===== src/rtl/data_memory_bytewise_pkg.sv =====
// Shared state type and elaboration-time helpers for the byte-enabled data memory.
package data_memory_pkg;

   typedef enum logic {INIT, READY} memState_e;

   function automatic int bytesPerWord(input int dataWidth);
      return dataWidth / 8;
   endfunction

   function automatic int offsetBits(input int dataWidth);
      return $clog2(dataWidth / 8);
   endfunction

   // Every word of the array must be reachable by a byte address.
   function automatic bit paramsLegal(input int dataWidth, input int addrWidth, input int depth);
      longint capacity;
      capacity = longint'(1) << addrWidth;
      return (dataWidth >= 8) && (dataWidth % 8 == 0) && (depth >= 1) &&
             (addrWidth >= 1) && (addrWidth <= 32) &&
             (longint'(depth) * longint'(dataWidth / 8) <= capacity);
   endfunction

endpackage


===== src/rtl/data_memory_bytewise_if.sv =====
// Request/response bus between the CPU load/store stage and the data memory.
interface data_memory_bytewise_if #(
   parameter int DATA_WIDTH = 32,
   parameter int ADDR_WIDTH = 8
);
   logic                      req_valid;
   logic                      req_ready;
   logic                      req_write;
   logic [ADDR_WIDTH-1:0]     address;
   logic [DATA_WIDTH-1:0]     write_data;
   logic [DATA_WIDTH/8-1:0]   byte_enable;
   logic                      read_valid;
   logic [DATA_WIDTH-1:0]     read_data;
   logic                      error;
   logic                      init_done;

   modport master (
      output req_valid, req_write, address, write_data, byte_enable,
      input  req_ready, read_valid, read_data, error, init_done
   );

   modport slave (
      input  req_valid, req_write, address, write_data, byte_enable,
      output req_ready, read_valid, read_data, error, init_done
   );
endinterface


===== src/rtl/data_memory_bytewise.sv =====
// Word-organised data memory with byte-enabled writes, registered reads, address
// error detection and a zero-clear sweep of the whole array after every reset.
module data_memory_bytewise
   import data_memory_pkg::*;
#(
   parameter int DATA_WIDTH = 32,
   parameter int ADDR_WIDTH = 8,
   parameter int DEPTH      = 64
) (
   input logic                   clock,
   input logic                   reset,
   data_memory_bytewise_if.slave bus
);

   localparam int BYTES       = bytesPerWord(DATA_WIDTH);
   localparam int OFFSET_BITS = offsetBits(DATA_WIDTH);
   localparam int IDX_W       = (DEPTH > 1) ? $clog2(DEPTH) : 1;
   localparam logic [ADDR_WIDTH-1:0] ALIGN_MASK = ADDR_WIDTH'(BYTES - 1);
   localparam logic [IDX_W-1:0]      LAST_IDX   = IDX_W'(DEPTH - 1);

   if (!paramsLegal(DATA_WIDTH, ADDR_WIDTH, DEPTH)) begin : gBadParams
      $error("data_memory_bytewise: illegal DATA_WIDTH/ADDR_WIDTH/DEPTH combination");
   end

   memState_e               state_q, state_d;
   logic [IDX_W-1:0]        clearCount_q, clearCount_d;
   logic                    readValid_q, readValid_d;
   logic                    error_q, error_d;
   logic [DATA_WIDTH-1:0]   readData_q, readData_d;
   logic [DATA_WIDTH-1:0]   mem_q [DEPTH];

   logic [ADDR_WIDTH-1:0]   wordIdx;
   logic [IDX_W-1:0]        reqIdx;
   logic                    misaligned;
   logic                    outOfRange;
   logic                    reqError;
   logic                    accept;
   logic                    writeEn;

   // The range test is done on the full word index so high addresses never alias.
   assign wordIdx    = bus.address >> OFFSET_BITS;
   assign reqIdx     = wordIdx[IDX_W-1:0];
   assign misaligned = (bus.address & ALIGN_MASK) != '0;
   assign outOfRange = {1'b0, wordIdx} >= (ADDR_WIDTH + 1)'(DEPTH);
   assign reqError   = misaligned | outOfRange;
   assign accept     = bus.req_valid & (state_q == READY);
   assign writeEn    = accept & bus.req_write & ~reqError;

   assign bus.req_ready  = (state_q == READY);
   assign bus.init_done  = (state_q == READY);
   assign bus.read_valid = readValid_q;
   assign bus.read_data  = readData_q;
   assign bus.error      = error_q;

   always_comb begin
      state_d      = state_q;
      clearCount_d = clearCount_q;
      readValid_d  = 1'b0;
      error_d      = 1'b0;
      readData_d   = readData_q;
      unique case (state_q)
         INIT: begin
            clearCount_d = clearCount_q + IDX_W'(1);
            if (clearCount_q == LAST_IDX) begin
               state_d      = READY;
               clearCount_d = '0;
            end
         end
         READY: begin
            if (accept) begin
               error_d = reqError;
               if (!bus.req_write) begin
                  readValid_d = 1'b1;
                  readData_d  = reqError ? '0 : mem_q[reqIdx];
               end
            end
         end
         default: state_d = INIT;
      endcase
   end

   always_ff @(posedge clock or negedge reset) begin
      if (!reset) begin
         state_q      <= INIT;
         clearCount_q <= '0;
         readValid_q  <= 1'b0;
         error_q      <= 1'b0;
         readData_q   <= '0;
      end else begin
         state_q      <= state_d;
         clearCount_q <= clearCount_d;
         readValid_q  <= readValid_d;
         error_q      <= error_d;
         readData_q   <= readData_d;
      end
   end

   // The array itself has no reset; the INIT sweep zeroes it one word per cycle.
   always_ff @(posedge clock) begin
      if (state_q == INIT) begin
         mem_q[clearCount_q] <= '0;
      end else if (writeEn) begin
         for (int b = 0; b < BYTES; b++) begin
            if (bus.byte_enable[b]) begin
               mem_q[reqIdx][8*b +: 8] <= bus.write_data[8*b +: 8];
            end
         end
      end
   end

endmodule


===== src/flat_wrapper.sv =====
// flat-port wrapper written by rule: the top's interface ports become plain ports
module data_memory_bytewise_flat import data_memory_pkg::*;
#(
   parameter int DATA_WIDTH = 32,
   parameter int ADDR_WIDTH = 8,
   parameter int DEPTH      = 64
)
  (clock, reset, bus_req_valid, bus_req_write, bus_address, bus_write_data, bus_byte_enable, bus_req_ready, bus_read_valid, bus_read_data, bus_error, bus_init_done);
  data_memory_bytewise_if #(.DATA_WIDTH(DATA_WIDTH), .ADDR_WIDTH(ADDR_WIDTH)) bus_i ();
  input logic clock;
  input logic reset;
  input wire logic [$bits(bus_i.req_valid)-1:0] bus_req_valid;
  input wire logic [$bits(bus_i.req_write)-1:0] bus_req_write;
  input wire logic [$bits(bus_i.address)-1:0] bus_address;
  input wire logic [$bits(bus_i.write_data)-1:0] bus_write_data;
  input wire logic [$bits(bus_i.byte_enable)-1:0] bus_byte_enable;
  output wire logic [$bits(bus_i.req_ready)-1:0] bus_req_ready;
  output wire logic [$bits(bus_i.read_valid)-1:0] bus_read_valid;
  output wire logic [$bits(bus_i.read_data)-1:0] bus_read_data;
  output wire logic [$bits(bus_i.error)-1:0] bus_error;
  output wire logic [$bits(bus_i.init_done)-1:0] bus_init_done;
  assign bus_i.req_valid = bus_req_valid;
  assign bus_i.req_write = bus_req_write;
  assign bus_i.address = bus_address;
  assign bus_i.write_data = bus_write_data;
  assign bus_i.byte_enable = bus_byte_enable;
  assign bus_req_ready = bus_i.req_ready;
  assign bus_read_valid = bus_i.read_valid;
  assign bus_read_data = bus_i.read_data;
  assign bus_error = bus_i.error;
  assign bus_init_done = bus_i.init_done;
  data_memory_bytewise #(.DATA_WIDTH(DATA_WIDTH), .ADDR_WIDTH(ADDR_WIDTH), .DEPTH(DEPTH)) u_core (.clock(clock), .reset(reset), .bus(bus_i));
endmodule

===== config.mk =====
export PLATFORM = sky130hd
export DESIGN_NAME = data_memory_bytewise_flat
export DESIGN_NICKNAME = d
export VERILOG_FILES = /design/src/rtl/data_memory_bytewise_pkg.sv /design/src/rtl/data_memory_bytewise_if.sv /design/src/rtl/data_memory_bytewise.sv /design/src/flat_wrapper.sv
export SDC_FILE = /design/constraint.sdc
export NUM_CORES = 2
export LEC_CHECK = 0
export BUFFER_PORTS_ARGS = -buffer_cell sky130_fd_sc_hd__buf_2
export CORE_ASPECT_RATIO = 0.7
export CORE_MARGIN = 3
export CORE_UTILIZATION = 50
export DETAILED_ROUTE_END_ITERATION = 6
export PLACE_DENSITY = 0.65
export SYNTH_ARGS = -nofsm -noshare
export SYNTH_HDL_FRONTEND = slang
export SYNTH_SLANG_ARGS = --single-unit

===== constraint.sdc =====
create_clock -name clock -period 4.42 [get_ports clock]
set_input_delay 0.221 -clock clock [delete_from_list [all_inputs] [get_ports clock]]
set_output_delay 0.221 -clock clock [all_outputs]
set_load 0.05 [all_outputs]

==> impl_results.md <==
- Post-DP HPWL: 129 mm
- Cts bufs inserted: 179
- Std-Cell Rows: 122
- RSZ-0062 raised after global routing: false
- Most used DFF post-synth: edfxtp_1
- Endpoints failing hold: 0
- CTS H-tree lvls: 4
- WL final: 205 mm
- Iter 0 DRT Violations: 5384
- CTS sink cnt: 2089
- Clock skew: 24.3 ps
- Worst path slowest cell: nor2_1
- Residual DRC: 0
- Synth Area in Compound Gates: 1.82%
- Critical Path Max Stage Delay: 890 ps
- Peak fanout along the critical path: 20
- Worst-Margin Slew: 1370 ps
- Switching share of power: 19.7%
- Wire per inst: 33.2 microns
- Total number of vias: 39600
- Top-Level Pins: 84
- Clock Root Buffer: clkbuf_16
- GPL Wtd Cong: 0.830
- Total leakage power: 23.3 nW
- Die Ht: 343 microns
- Max Fclk: 245 MHz
- CP Data Required Time: 4820 ps
- Largest net degree at the start of global routing: 126
- Final period utilization: 92.4%
- Initial antenna violation count: 10
- Setup Buffers After CTS: 0
- Gr ovfl total: 0
- CP bufs+invs: 1
- Status: completed
- Flop pwr share: 56.7%
- MaxCap Viol Count: 0
- CTS tree: built
- Post-synthesis simple-gate area fraction: 2.56%
- Nets@finish: 3961
- Worst hold slack: 69.5 ps
- Share of synthesized flip-flops with an asynchronous set or reset: 1.96%
- I/O Buffers: 83
- CP Capture Type: register
- Adder-cell share of the synthesized area: 0.0154%
- Hold buffer count at CTS: 8
- Post-synth EDFFs: 2048
- Detail-routed via count per cell: 6.42
- Chip Width: 487 microns
- Comb pwr share: 2.2%
- First-pass GRT wire length: 294 mm
- Setup Viol. Count Final: 0
- Psw: 7.42 mW
- Pwr dens: 418 mW/mm^2
- Synth Area in XOR/XNOR: 0.0216%
- Clock buffer depth: 3
- CP top delay family: simple AND/OR/NAND/NOR gates
- #FFs+latches synth: 2089
- Fill count: 11500
- Pre-Repair DR Iteration Count: 5
- Die area: 0.167 sq mm
- Vias in the first global route: 38900
- Starting Density: 50.8%
- Synth Instances: 3697
- Max-slew headroom: 8.14%
- Avg Cell Area, Syn: 21.9 sq um
- GR Util All Layers: 24.8%
- Worst Path Class, Setup: reg -> reg
- Sequential-to-total area share from yosys stat: 77.2%
- YS warnings: 0
- Unique masters post-synth: 49
- Share of post-route cells with drive strength above 1: 28.3%
- Maximum vdd ir drop: 0.324 mV
- Mux share of post-synthesis cell area: 17.0%
- Syn Nets: 3746
- Cell-internal power: 30.3 mW
- Main combinational cell family by area after synthesis: multiplexers
- Worst min path class: in -> reg
- Clock Latency Late Sink: 780 ps
- Synth-to-Final Area Change: 11.5%
- Crit path time final: 4080 ps
- Critical-path cell list: nand3_1 -> nor3_4 -> buf_4 -> mux2i_1 -> nand2_1 -> nor2_1
- Antenna Nets Post-Route: 0
- Max Slew Vio Count: 0
- Mapped cell area: 0.0810 sq mm
- Clock share of power: 41.1%
- Setup TNS: 0 ps
- Post_cts resized: 0
- Clk pin slew, worst setup/hold paths: 60 ps
- Crit path launch type: register
- Core area: 0.160 sq mm
- Worst EP arrival: 4490 ps
cells in the mapped netlist, types with 11 or more instances:
| cell | count | area, sq um |
|---|---|---|
| edfxtp_1 | 2048 | 61500 |
| mux4_2 | 532 | 12000 |
| nor2_1 | 281 | 1050 |
| mux2i_1 | 104 | 1040 |
| nand2_1 | 88 | 330 |
| clkbuf_1 | 81 | 304 |
| buf_2 | 78 | 390 |
| mux2_2 | 69 | 777 |
| dfrtp_1 | 41 | 1030 |
| o22ai_1 | 40 | 250 |
| and2_1 | 33 | 206 |
| a22oi_1 | 29 | 218 |
| o221ai_1 | 25 | 219 |
| buf_1 | 24 | 90.1 |
| a21oi_1 | 21 | 105 |
| buf_4 | 20 | 150 |
| a221oi_1 | 17 | 149 |
| nor2b_1 | 15 | 93.8 |
| nor3_1 | 13 | 65.1 |
| buf_6 | 12 | 135 |
| a211oi_1 | 11 | 82.6 |
sequential cells by signal, indices dropped and copies added, names as in the netlist:
name,cells
u_core.bus.init_done,1
u_core.bus.error,1
u_core.bus.read_valid,1
u_core.clearCount_q,6
u_core.bus.read_data,32
u_core.mem_q,2048
power by group through the flow:
stage / Combinational, mW / Sequential, mW / Clock, mW
after floorplan: 0.543 / 21.8 / 0
after global placement: 0.826 / 21.8 / 0
after detailed placement: 0.827 / 21.8 / 0
after CTS: 0.833 / 21.4 / 15.7
after global routing: 0.866 / 21.4 / 16.5
final: 0.828 / 21.4 / 15.5
worst paths after layout:
| path | from | end | slack [ps] | depth (start not counted) |
|---|---|---|---|---|
| hold reg to reg | u_core.clearCount_q[4] | u_core.clearCount_q[4] | 510 | 1 |
| min in group asynchronous | reset | u_core.bus.read_data[31] | 220 | 2 |
| hold / removal | bus_write_data[12] | u_core.mem_q[11][12] | 70 | 2 |
| setup reg to reg | u_core.bus.init_done | u_core.mem_q[17][31] | 340 | 6 |
| max in group asynchronous | reset | u_core.bus.read_data[12] | 3530 | 2 |
| setup / recovery | u_core.bus.init_done | u_core.mem_q[17][31] | 340 | 6 |
per-layer routing:
layer  up-vias  GRT usage (%)  share of wire, %
met1     21100           38.3                42
met4         0           6.35               2.4
li1      15900              -                 -
met2      2277           35.5                45
met3       272           6.30                11
met5         -              0                 0
through the flow:
step	util [%]	cell area [sq um]	std cells	power (mW)	setup slack, ps
finish	56.6	90300	6170	37.7	337
global placement	53.0	84500	5831	22.7	317
floorplan	-	81000	3697	22.4	1250
CTS	56.6	90300	6164	37.9	434
detailed placement	53.0	84500	5831	22.7	254
global route	56.6	90300	6168	38.8	277
worst reg2reg max path, cell delays in order, from the launching register on:
cell and delay [ps]:
dfrtp_1 350, nand3_1 130, nor3_4 390, buf_4 350, mux2i_1 810, nand2_1 790, nor2_1 890
cell families after synthesis:
logic type	count (synthesis)
flops	2089
mux	705
compound gates	199
fa+ha+maj	1
simple gates	478
buf+inv	223
xor+xnor	2
area by class of cell:
type / count / area [sq um] / share of cell area [%]
antenna: 6 / 15.0 / 0.0166
timing repair buffer: 249 / 1930 / 2.14
tap: 2108 / 2640 / 2.92
clock buffer: 232 / 4980 / 5.52
inverter: 8 / 30.0 / 0.0333
multi-input combinational: 1385 / 17500 / 19.3
sequential: 2089 / 62500 / 69.2
clock inverter: 93 / 718 / 0.795
layout by cell type (no fill, tap or decap), drive strengths merged, types with 9 or more instances in the layout:
cell type,instances
clkbuf,232
nor2b,15
inv,9
o22ai,40
nor3,14
nand3,9
o21ai,10
a22oi,29
nand2,88
mux2,69
a21oi,21
dfrtp,41
bufinv,11
clkinv,74
and2,33
mux4,532
nor2,281
o221ai,25
edfxtp,2048
a211oi,11
mux2i,104
a221oi,17
buf,241
a2111oi,9
Note: power is estimated with default switching activity, not from simulation.
